--- config.mk ---
export PLATFORM = sky130hd
export DESIGN_NAME = opimm_unit_flat
export DESIGN_NICKNAME = d
export VERILOG_FILES = /design/src/rtl/opimm_unit_if.sv /design/src/rtl/opimm_unit.sv /design/src/flat_wrapper.sv
export SDC_FILE = /design/constraint.sdc
export NUM_CORES = 1
export LEC_CHECK = 0
export CELL_PAD_IN_SITES_DETAIL_PLACEMENT = 1
export CELL_PAD_IN_SITES_GLOBAL_PLACEMENT = 2
export CORE_ASPECT_RATIO = 1.1
export CORE_MARGIN = 2
export CORE_UTILIZATION = 28
export CTS_BUF_LIST = sky130_fd_sc_hd__clkbuf_8 sky130_fd_sc_hd__clkbuf_16
export CTS_CLUSTER_SIZE = 14
export DETAILED_ROUTE_END_ITERATION = 10
export GPL_ROUTABILITY_DRIVEN = 0
export PLACE_DENSITY_LB_ADDON = 0.1
export SLEW_MARGIN = 30
export SYNTH_ARGS = -nofsm -noshare
export SYNTH_HDL_FRONTEND = slang
export SYNTH_SLANG_ARGS = --single-unit
--- constraint.sdc ---
create_clock -name clk -period 3.8 [get_ports clk]
set_input_delay 0.76 -clock clk [delete_from_list [all_inputs] [get_ports clk]]
set_output_delay 0.76 -clock clk [all_outputs]
set_load 0.01 [all_outputs]
--- src/rtl/opimm_unit_if.sv ---
// opimm_unit_if -- handshake bundle for the OP-IMM execution unit.
//   Request side : in_valid, in_ready, instr[31:0], rs1_value[XLEN-1:0]
//   Response side: out_valid, out_ready, result[XLEN-1:0], rd[4:0], wr_en, illegal
//   master modport: the producer/consumer around the unit (drives in_* and out_ready)
//   slave modport : the unit itself
interface opimm_unit_if #(
  parameter int XLEN = 32
);
  logic            in_valid;
  logic            in_ready;
  logic [31:0]     instr;
  logic [XLEN-1:0] rs1_value;
  logic            out_valid;
  logic            out_ready;
  logic [XLEN-1:0] result;
  logic [4:0]      rd;
  logic            wr_en;
  logic            illegal;

  modport master (
    output in_valid, instr, rs1_value, out_ready,
    input  in_ready, out_valid, result, rd, wr_en, illegal
  );

  modport slave (
    input  in_valid, instr, rs1_value, out_ready,
    output in_ready, out_valid, result, rd, wr_en, illegal
  );
endinterface

--- src/rtl/opimm_unit.sv ---
// opimm_unit -- executes one RISC-V OP-IMM instruction at a time.
//   clk   : sole clock, rising edge
//   reset : synchronous, active-low
//   bus   : opimm_unit_if.slave
//     in_valid/in_ready/instr/rs1_value   -- operation request
//     out_valid/out_ready                 -- result handshake
//     result/rd/wr_en/illegal             -- held stable while out_valid && !out_ready
// Non-shift ops complete in one cycle. Shifts are iterative: SHIFT_STEP bit
// positions per cycle, so a shift of shamt takes 1+ceil(shamt/SHIFT_STEP) cycles.
module opimm_unit #(
  parameter int XLEN       = 32,
  parameter int SHIFT_STEP = 1
) (
  input  logic          clk,
  input  logic          reset,
  opimm_unit_if.slave   bus
);

  typedef enum logic [1:0] {IDLE, SHIFT, DONE} state_t;

  localparam logic [6:0] STEP = 7'(SHIFT_STEP);

  state_t          r_state, w_state_next;
  logic [XLEN-1:0] r_result, w_result_next;
  logic [4:0]      r_rd, w_rd_next;
  logic            r_wr_en, w_wr_en_next;
  logic            r_illegal, w_illegal_next;
  logic [6:0]      r_remaining, w_remaining_next;
  logic            r_left, w_left_next;
  logic            r_arith, w_arith_next;

  // ---------------- decode of the presented instruction ----------------
  logic [6:0]      w_opcode;
  logic [2:0]      w_funct3;
  logic [4:0]      w_rd;
  logic [XLEN-1:0] w_imm;
  logic [6:0]      w_shamt;
  logic            w_sll_bad;
  logic            w_sr_bad;
  logic            w_is_shift;
  logic            w_illegal;
  logic [XLEN-1:0] w_alu;

  assign w_opcode = bus.instr[6:0];
  assign w_funct3 = bus.instr[14:12];
  assign w_rd     = bus.instr[11:7];
  assign w_imm    = {{(XLEN-12){bus.instr[31]}}, bus.instr[31:20]};

  // The shamt field widens by one bit on RV64; the remaining upper bits must
  // be zero, except instr[30] which selects arithmetic right shift.
  generate
    if (XLEN == 64) begin : g_rv64
      assign w_shamt   = {1'b0, bus.instr[25:20]};
      assign w_sll_bad = |bus.instr[31:26];
      assign w_sr_bad  = bus.instr[31] | (|bus.instr[29:26]);
    end else begin : g_rv32
      assign w_shamt   = {2'b00, bus.instr[24:20]};
      assign w_sll_bad = |bus.instr[31:25];
      assign w_sr_bad  = bus.instr[31] | (|bus.instr[29:25]);
    end
  endgenerate

  assign w_is_shift = (w_funct3 == 3'b001) || (w_funct3 == 3'b101);
  assign w_illegal  = (w_opcode != 7'b0010011)
                    || ((w_funct3 == 3'b001) && w_sll_bad)
                    || ((w_funct3 == 3'b101) && w_sr_bad);

  always_comb begin
    w_alu = bus.rs1_value;  // shifts by zero pass rs1 through
    case (w_funct3)
      3'b000: w_alu = bus.rs1_value + w_imm;
      3'b010: w_alu = {{(XLEN-1){1'b0}}, ($signed(bus.rs1_value) < $signed(w_imm))};
      3'b011: w_alu = {{(XLEN-1){1'b0}}, (bus.rs1_value < w_imm)};
      3'b100: w_alu = bus.rs1_value ^ w_imm;
      3'b110: w_alu = bus.rs1_value | w_imm;
      3'b111: w_alu = bus.rs1_value & w_imm;
      default: w_alu = bus.rs1_value;
    endcase
  end

  // ---------------- handshake ----------------
  logic w_in_ready;
  logic w_accept;

  // A result leaving DONE frees the unit in the same cycle (back-to-back issue).
  assign w_in_ready = reset && ((r_state == IDLE) || ((r_state == DONE) && bus.out_ready));
  assign w_accept   = bus.in_valid && w_in_ready;

  // ---------------- iterative shifter ----------------
  logic [6:0]      w_step;
  logic [XLEN-1:0] w_shifted;

  assign w_step = (r_remaining < STEP) ? r_remaining : STEP;

  always_comb begin
    if (r_left)
      w_shifted = r_result << w_step;
    else if (r_arith)
      w_shifted = XLEN'($signed(r_result) >>> w_step);  // replicates the captured sign bit
    else
      w_shifted = r_result >> w_step;
  end

  // ---------------- next-state logic ----------------
  always_comb begin
    w_state_next     = r_state;
    w_result_next    = r_result;
    w_rd_next        = r_rd;
    w_wr_en_next     = r_wr_en;
    w_illegal_next   = r_illegal;
    w_remaining_next = r_remaining;
    w_left_next      = r_left;
    w_arith_next     = r_arith;

    case (r_state)
      SHIFT: begin
        w_result_next    = w_shifted;
        w_remaining_next = r_remaining - w_step;
        if (r_remaining == w_step)
          w_state_next = DONE;
      end
      default: begin  // IDLE, or DONE waiting on out_ready
        if ((r_state == DONE) && bus.out_ready)
          w_state_next = IDLE;
        if (w_accept) begin
          w_rd_next        = w_rd;
          w_illegal_next   = w_illegal;
          w_wr_en_next     = !w_illegal && (w_rd != 5'd0);
          w_left_next      = (w_funct3 == 3'b001);
          w_arith_next     = bus.instr[30];
          w_remaining_next = w_shamt;
          if (w_illegal) begin
            w_result_next = '0;
            w_state_next  = DONE;
          end else if (w_is_shift && (w_shamt != 7'd0)) begin
            w_result_next = bus.rs1_value;
            w_state_next  = SHIFT;
          end else begin
            w_result_next = w_alu;
            w_state_next  = DONE;
          end
        end
      end
    endcase
  end

  always_ff @(posedge clk) begin
    if (!reset) begin
      r_state     <= IDLE;
      r_result    <= '0;
      r_rd        <= '0;
      r_wr_en     <= 1'b0;
      r_illegal   <= 1'b0;
      r_remaining <= '0;
      r_left      <= 1'b0;
      r_arith     <= 1'b0;
    end else begin
      r_state     <= w_state_next;
      r_result    <= w_result_next;
      r_rd        <= w_rd_next;
      r_wr_en     <= w_wr_en_next;
      r_illegal   <= w_illegal_next;
      r_remaining <= w_remaining_next;
      r_left      <= w_left_next;
      r_arith     <= w_arith_next;
    end
  end

  assign bus.in_ready  = w_in_ready;
  assign bus.out_valid = reset && (r_state == DONE);
  assign bus.result    = r_result;
  assign bus.rd        = r_rd;
  assign bus.wr_en     = r_wr_en;
  assign bus.illegal   = r_illegal;

endmodule

--- src/flat_wrapper.sv ---
// flat-port wrapper written by rule: the top's interface ports become plain ports
module opimm_unit_flat 
#(
  parameter int XLEN       = 32,
  parameter int SHIFT_STEP = 1
)
  (clk, reset, bus_in_valid, bus_instr, bus_rs1_value, bus_out_ready, bus_in_ready, bus_out_valid, bus_result, bus_rd, bus_wr_en, bus_illegal);
  opimm_unit_if #(.XLEN(XLEN)) bus_i ();
  input  logic clk;
  input  logic reset;
  input wire logic [$bits(bus_i.in_valid)-1:0] bus_in_valid;
  input wire logic [$bits(bus_i.instr)-1:0] bus_instr;
  input wire logic [$bits(bus_i.rs1_value)-1:0] bus_rs1_value;
  input wire logic [$bits(bus_i.out_ready)-1:0] bus_out_ready;
  output wire logic [$bits(bus_i.in_ready)-1:0] bus_in_ready;
  output wire logic [$bits(bus_i.out_valid)-1:0] bus_out_valid;
  output wire logic [$bits(bus_i.result)-1:0] bus_result;
  output wire logic [$bits(bus_i.rd)-1:0] bus_rd;
  output wire logic [$bits(bus_i.wr_en)-1:0] bus_wr_en;
  output wire logic [$bits(bus_i.illegal)-1:0] bus_illegal;
  assign bus_i.in_valid = bus_in_valid;
  assign bus_i.instr = bus_instr;
  assign bus_i.rs1_value = bus_rs1_value;
  assign bus_i.out_ready = bus_out_ready;
  assign bus_in_ready = bus_i.in_ready;
  assign bus_out_valid = bus_i.out_valid;
  assign bus_result = bus_i.result;
  assign bus_rd = bus_i.rd;
  assign bus_wr_en = bus_i.wr_en;
  assign bus_illegal = bus_i.illegal;
  opimm_unit #(.XLEN(XLEN), .SHIFT_STEP(SHIFT_STEP)) u_core (.clk(clk), .reset(reset), .bus(bus_i));
endmodule
==> qor.txt, run 1 <==
Worst-skew pair later-pin latency -> 0.32 ns
Critical Path RT -> 4.05 ns
Root Driver -> clkbuf_16
Clock buffer depth -> 2
H-tree depth -> 2
CTS sink cnt -> 50
Place WS -> -0.1218 ns
Final setup fails -> 0
WS Path Type -> in2reg
Final Hold Viols -> 0
TritonCTS clock tree -> built
Placed wire-length estimate -> 22530 um
Rows -> 59
CP Cell Sequence -> clkdlybuf4s50_1, inv_1, buf_12, ha_1, or4_1, nor3b_1, o211a_1, a211oi_1, nor3_1, nor3_1, o221a_2, a31oi_1
Cells after Synth -> 961
Top_reg_cell synth -> dfxtp_1
Max-cap viol count -> 0
N_diodes -> 0
1st-pass router iterations -> 4
Layout cells sized above 1 -> 14.70%
CP most frequent cell -> nor3_1
Power Density -> 210.1 nW/um2
Initial Utilization -> 28.58%
RSZ-0062 raised after global routing -> false
Least-Margin Pin Slew -> 0.9173 ns
Die Y -> 167.4 um
Combinational share of power -> 44.3%
Final wirelength -> 29860 um
Ys Warns -> 0
Iter 0 DRT Violations -> 403
Sw Share -> 39.28%
Final Worst Setup Slack -> 0.2326 ns
Status -> completed
CTS Buf Count -> 5
Avg Cell Area, Syn -> 7.070 um2
Final Max Slew Viols -> 0
Final period util -> 93.88%
DP Area -> 8955 um2
PortBufs -> 103
Netlist Area Pre-Place -> 6794 um2
Initial antenna violation count -> 0
Post-synth ARST share -> 0%
Drt drc -> 0
Total chip power -> 1916 uW
Fin cells -> 1441
Die area -> 25530 um2
CP arrival -> 3.82 ns
Hold_buf cts -> 0
Crit path max-delay cell type -> or4_1
Critical Path Fanout Max -> 19
Clk slew on worst S/H paths -> 0.09 ns
Total gr overflow -> 0
Clock network power share -> 27.4%
Max stage delay on crit path -> 0.60 ns
Vias in the first global route -> 7909
Critical Path Start Type -> primary input
Achievable clock frequency -> 0.2803 GHz
Pint -> 1163 uW
Switching pwr -> 752.3 uW
Peak supply drop -> 0.1720 mV
Reg power frac -> 28.3%
Post-DR wirelength/cell -> 20.72 um
Vias per cell -> 5.352
Hold Path Class -> reg2reg
Post-synth EDFFs -> 0
Yosys top cell area share -> 18.05%
Max-slew headroom -> 38.85%
Gr usage total -> 23.21%
Die W -> 152.5 um
Synth top area cells -> ha_1, dfxtp_1, a21oi_1
Count of cell types in the netlist -> 75
Nets -> 1302
Clock Skews -> 0.01139 ns
Pin count of the biggest net entering global routing -> 36
Core area -> 23770 um2
Post-route ant nets -> 0
Yosys top cell by area -> ha_1
FF+latch count, synth -> 50
Syn-to-layout area delta -> 34.16%
# IOs -> 109
Register area share after synthesis -> 14.73%
Critical Path End Type -> register
Vias post-DR -> 7712
First-pass GRT wire length -> 47060 um
Leak pwr -> 0.003796 uW
Cells after DPL -> 1433
Period minus WS final -> 3.567 ns
Post-route cell area -> 9115 um2
Syn nets -> 1128
==> sequential cells by signal, indices dropped and copies added (netlist names) <==
| name | cells |
|---|---|
| u_core.bus.result | 32 |
| u_core.r_state | 2 |
| u_core.r_left | 1 |
| u_core.r_arith | 1 |
| u_core.bus.wr_en | 1 |
| u_core.bus.rd | 5 |
| u_core.bus.illegal | 1 |
| u_core.r_remaining | 7 |
==> per-layer routing <==
| metal | share of wire (%) | track usage, % | up-vias |
|---|---|---|---|
| met5 | 0 | 0 | - |
| met4 | 0.87 | 3.221 | 0 |
| met3 | 2.2 | 1.915 | 14 |
| met2 | 47 | 39.87 | 97 |
| met1 | 50 | 32.56 | 3770 |
| li1 | - | - | 3831 |
==> Yosys cell counts, types with 12 or more instances <==
master / number
a21o_1: 19
o21ai_0: 79
nor2_1: 77
dfxtp_1: 50
mux2i_1: 36
clkbuf_1: 52
nand3_1: 39
o22ai_1: 12
nand2b_1: 12
a21oi_1: 108
o221ai_1: 13
nand2_1: 80
inv_1: 62
nor3_1: 17
a31oi_1: 21
ha_1: 98
==> worst max-delay path: cells and delay by family <==
family / cells / cell delay, ns
buf+inv: 3 / 0.71
simple gates: 4 / 1.33
compound gates: 4 / 0.65
fa+ha+maj: 1 / 0.36
==> kinds of logic after synthesis <==
group                    count (synthesis)  synth area share (%)
multiplexers                            36                 5.304
buffers and inverters                  135                 7.679
AO/OA/AOI/OAI                          347                 32.36
AND/OR/NAND/NOR                        283                 20.17
XOR/XNOR                                11                 1.418
adder cells (fa/ha/maj)                 99                 18.34
flip-flops                              50                 14.73
==> through the flow <==
stage | hold WS, ns | TNS [ns] | utilization, %
CTS | 0.4615 | 0 | 38.32
detailed placement | 0.4498 | -0.3139 | 37.67
global placement | 0.4420 | -0.2747 | 37.67
floorplan | 0.4368 | 0 | -
finish | 0.4585 | 0 | 38.35
global route | 0.4850 | 0 | 38.35
==> layout by cell type (no fill, tap or decap), types with 8 or more instances in the layout <==
cell type,count
buf_4,133
a21oi_1,108
clkdlybuf4s50_1,100
ha_1,98
o21ai_0,79
nand2_1,78
nor2_1,77
inv_1,62
dfxtp_1,49
nand3_1,39
mux2i_1,36
a31oi_1,21
a21o_1,19
nor3_1,17
o221ai_1,13
nand2b_1,12
o22ai_1,12
o211ai_1,11
nand4_1,8
o31ai_1,8
a211oi_1,8
==> worst paths after layout <==
kind | slack, ns | start | cells after the start | end
min reg2reg | 0.46 | u_core.bus.wr_en$_SDFFE_PN0P_ | 2 | u_core.bus.wr_en$_SDFFE_PN0P_
max | 0.23 | bus_instr[31] | 12 | u_core.bus.result[0]$_SDFFE_PN0P_
min | 0.46 | u_core.bus.wr_en$_SDFFE_PN0P_ | 2 | u_core.bus.wr_en$_SDFFE_PN0P_
max reg2reg | 1.42 | u_core.r_remaining[1]$_SDFFE_PN0P_ | 7 | u_core.bus.result[26]$_SDFFE_PN0P_
==> what timing repair did <==
item | 4_1_cts | 5_1_grt
gates resized for setup | 0 | 2
buffers inserted | 0 | 0
setup endpoints to repair | 0 | 2
==> power groups by stage <==
stage | Sequential, uW | Combinational [uW] | Clock, uW
2_1_floorplan | 553 | 442 | 0
3_3_place_gp | 555 | 837 | 0
3_5_place_dp | 555 | 845 | 0
4_1_cts | 543 | 849 | 545
5_1_grt | 544 | 940 | 559
6_report | 543 | 848 | 525
==> cell type report <==
class / instances / area (um2)
Fill cell: 2944 / 14660
Multi-Input combinational cell: 776 / 5283
Timing Repair Buffer: 238 / 2054
Sequential cell: 50 / 1002
Tap cell: 305 / 381.6
Inverter: 64 / 240.2
Clock buffer: 5 / 125.1
Clock inverter: 3 / 28.78
Note: power is estimated with default switching activity, not from simulation.
==> run 2: changes to the inputs <==
Settings changed: SLEW_MARGIN 30 to default.
==> results of run 2 <==
Final layout, timing and power as in run 1 (identical DEF).
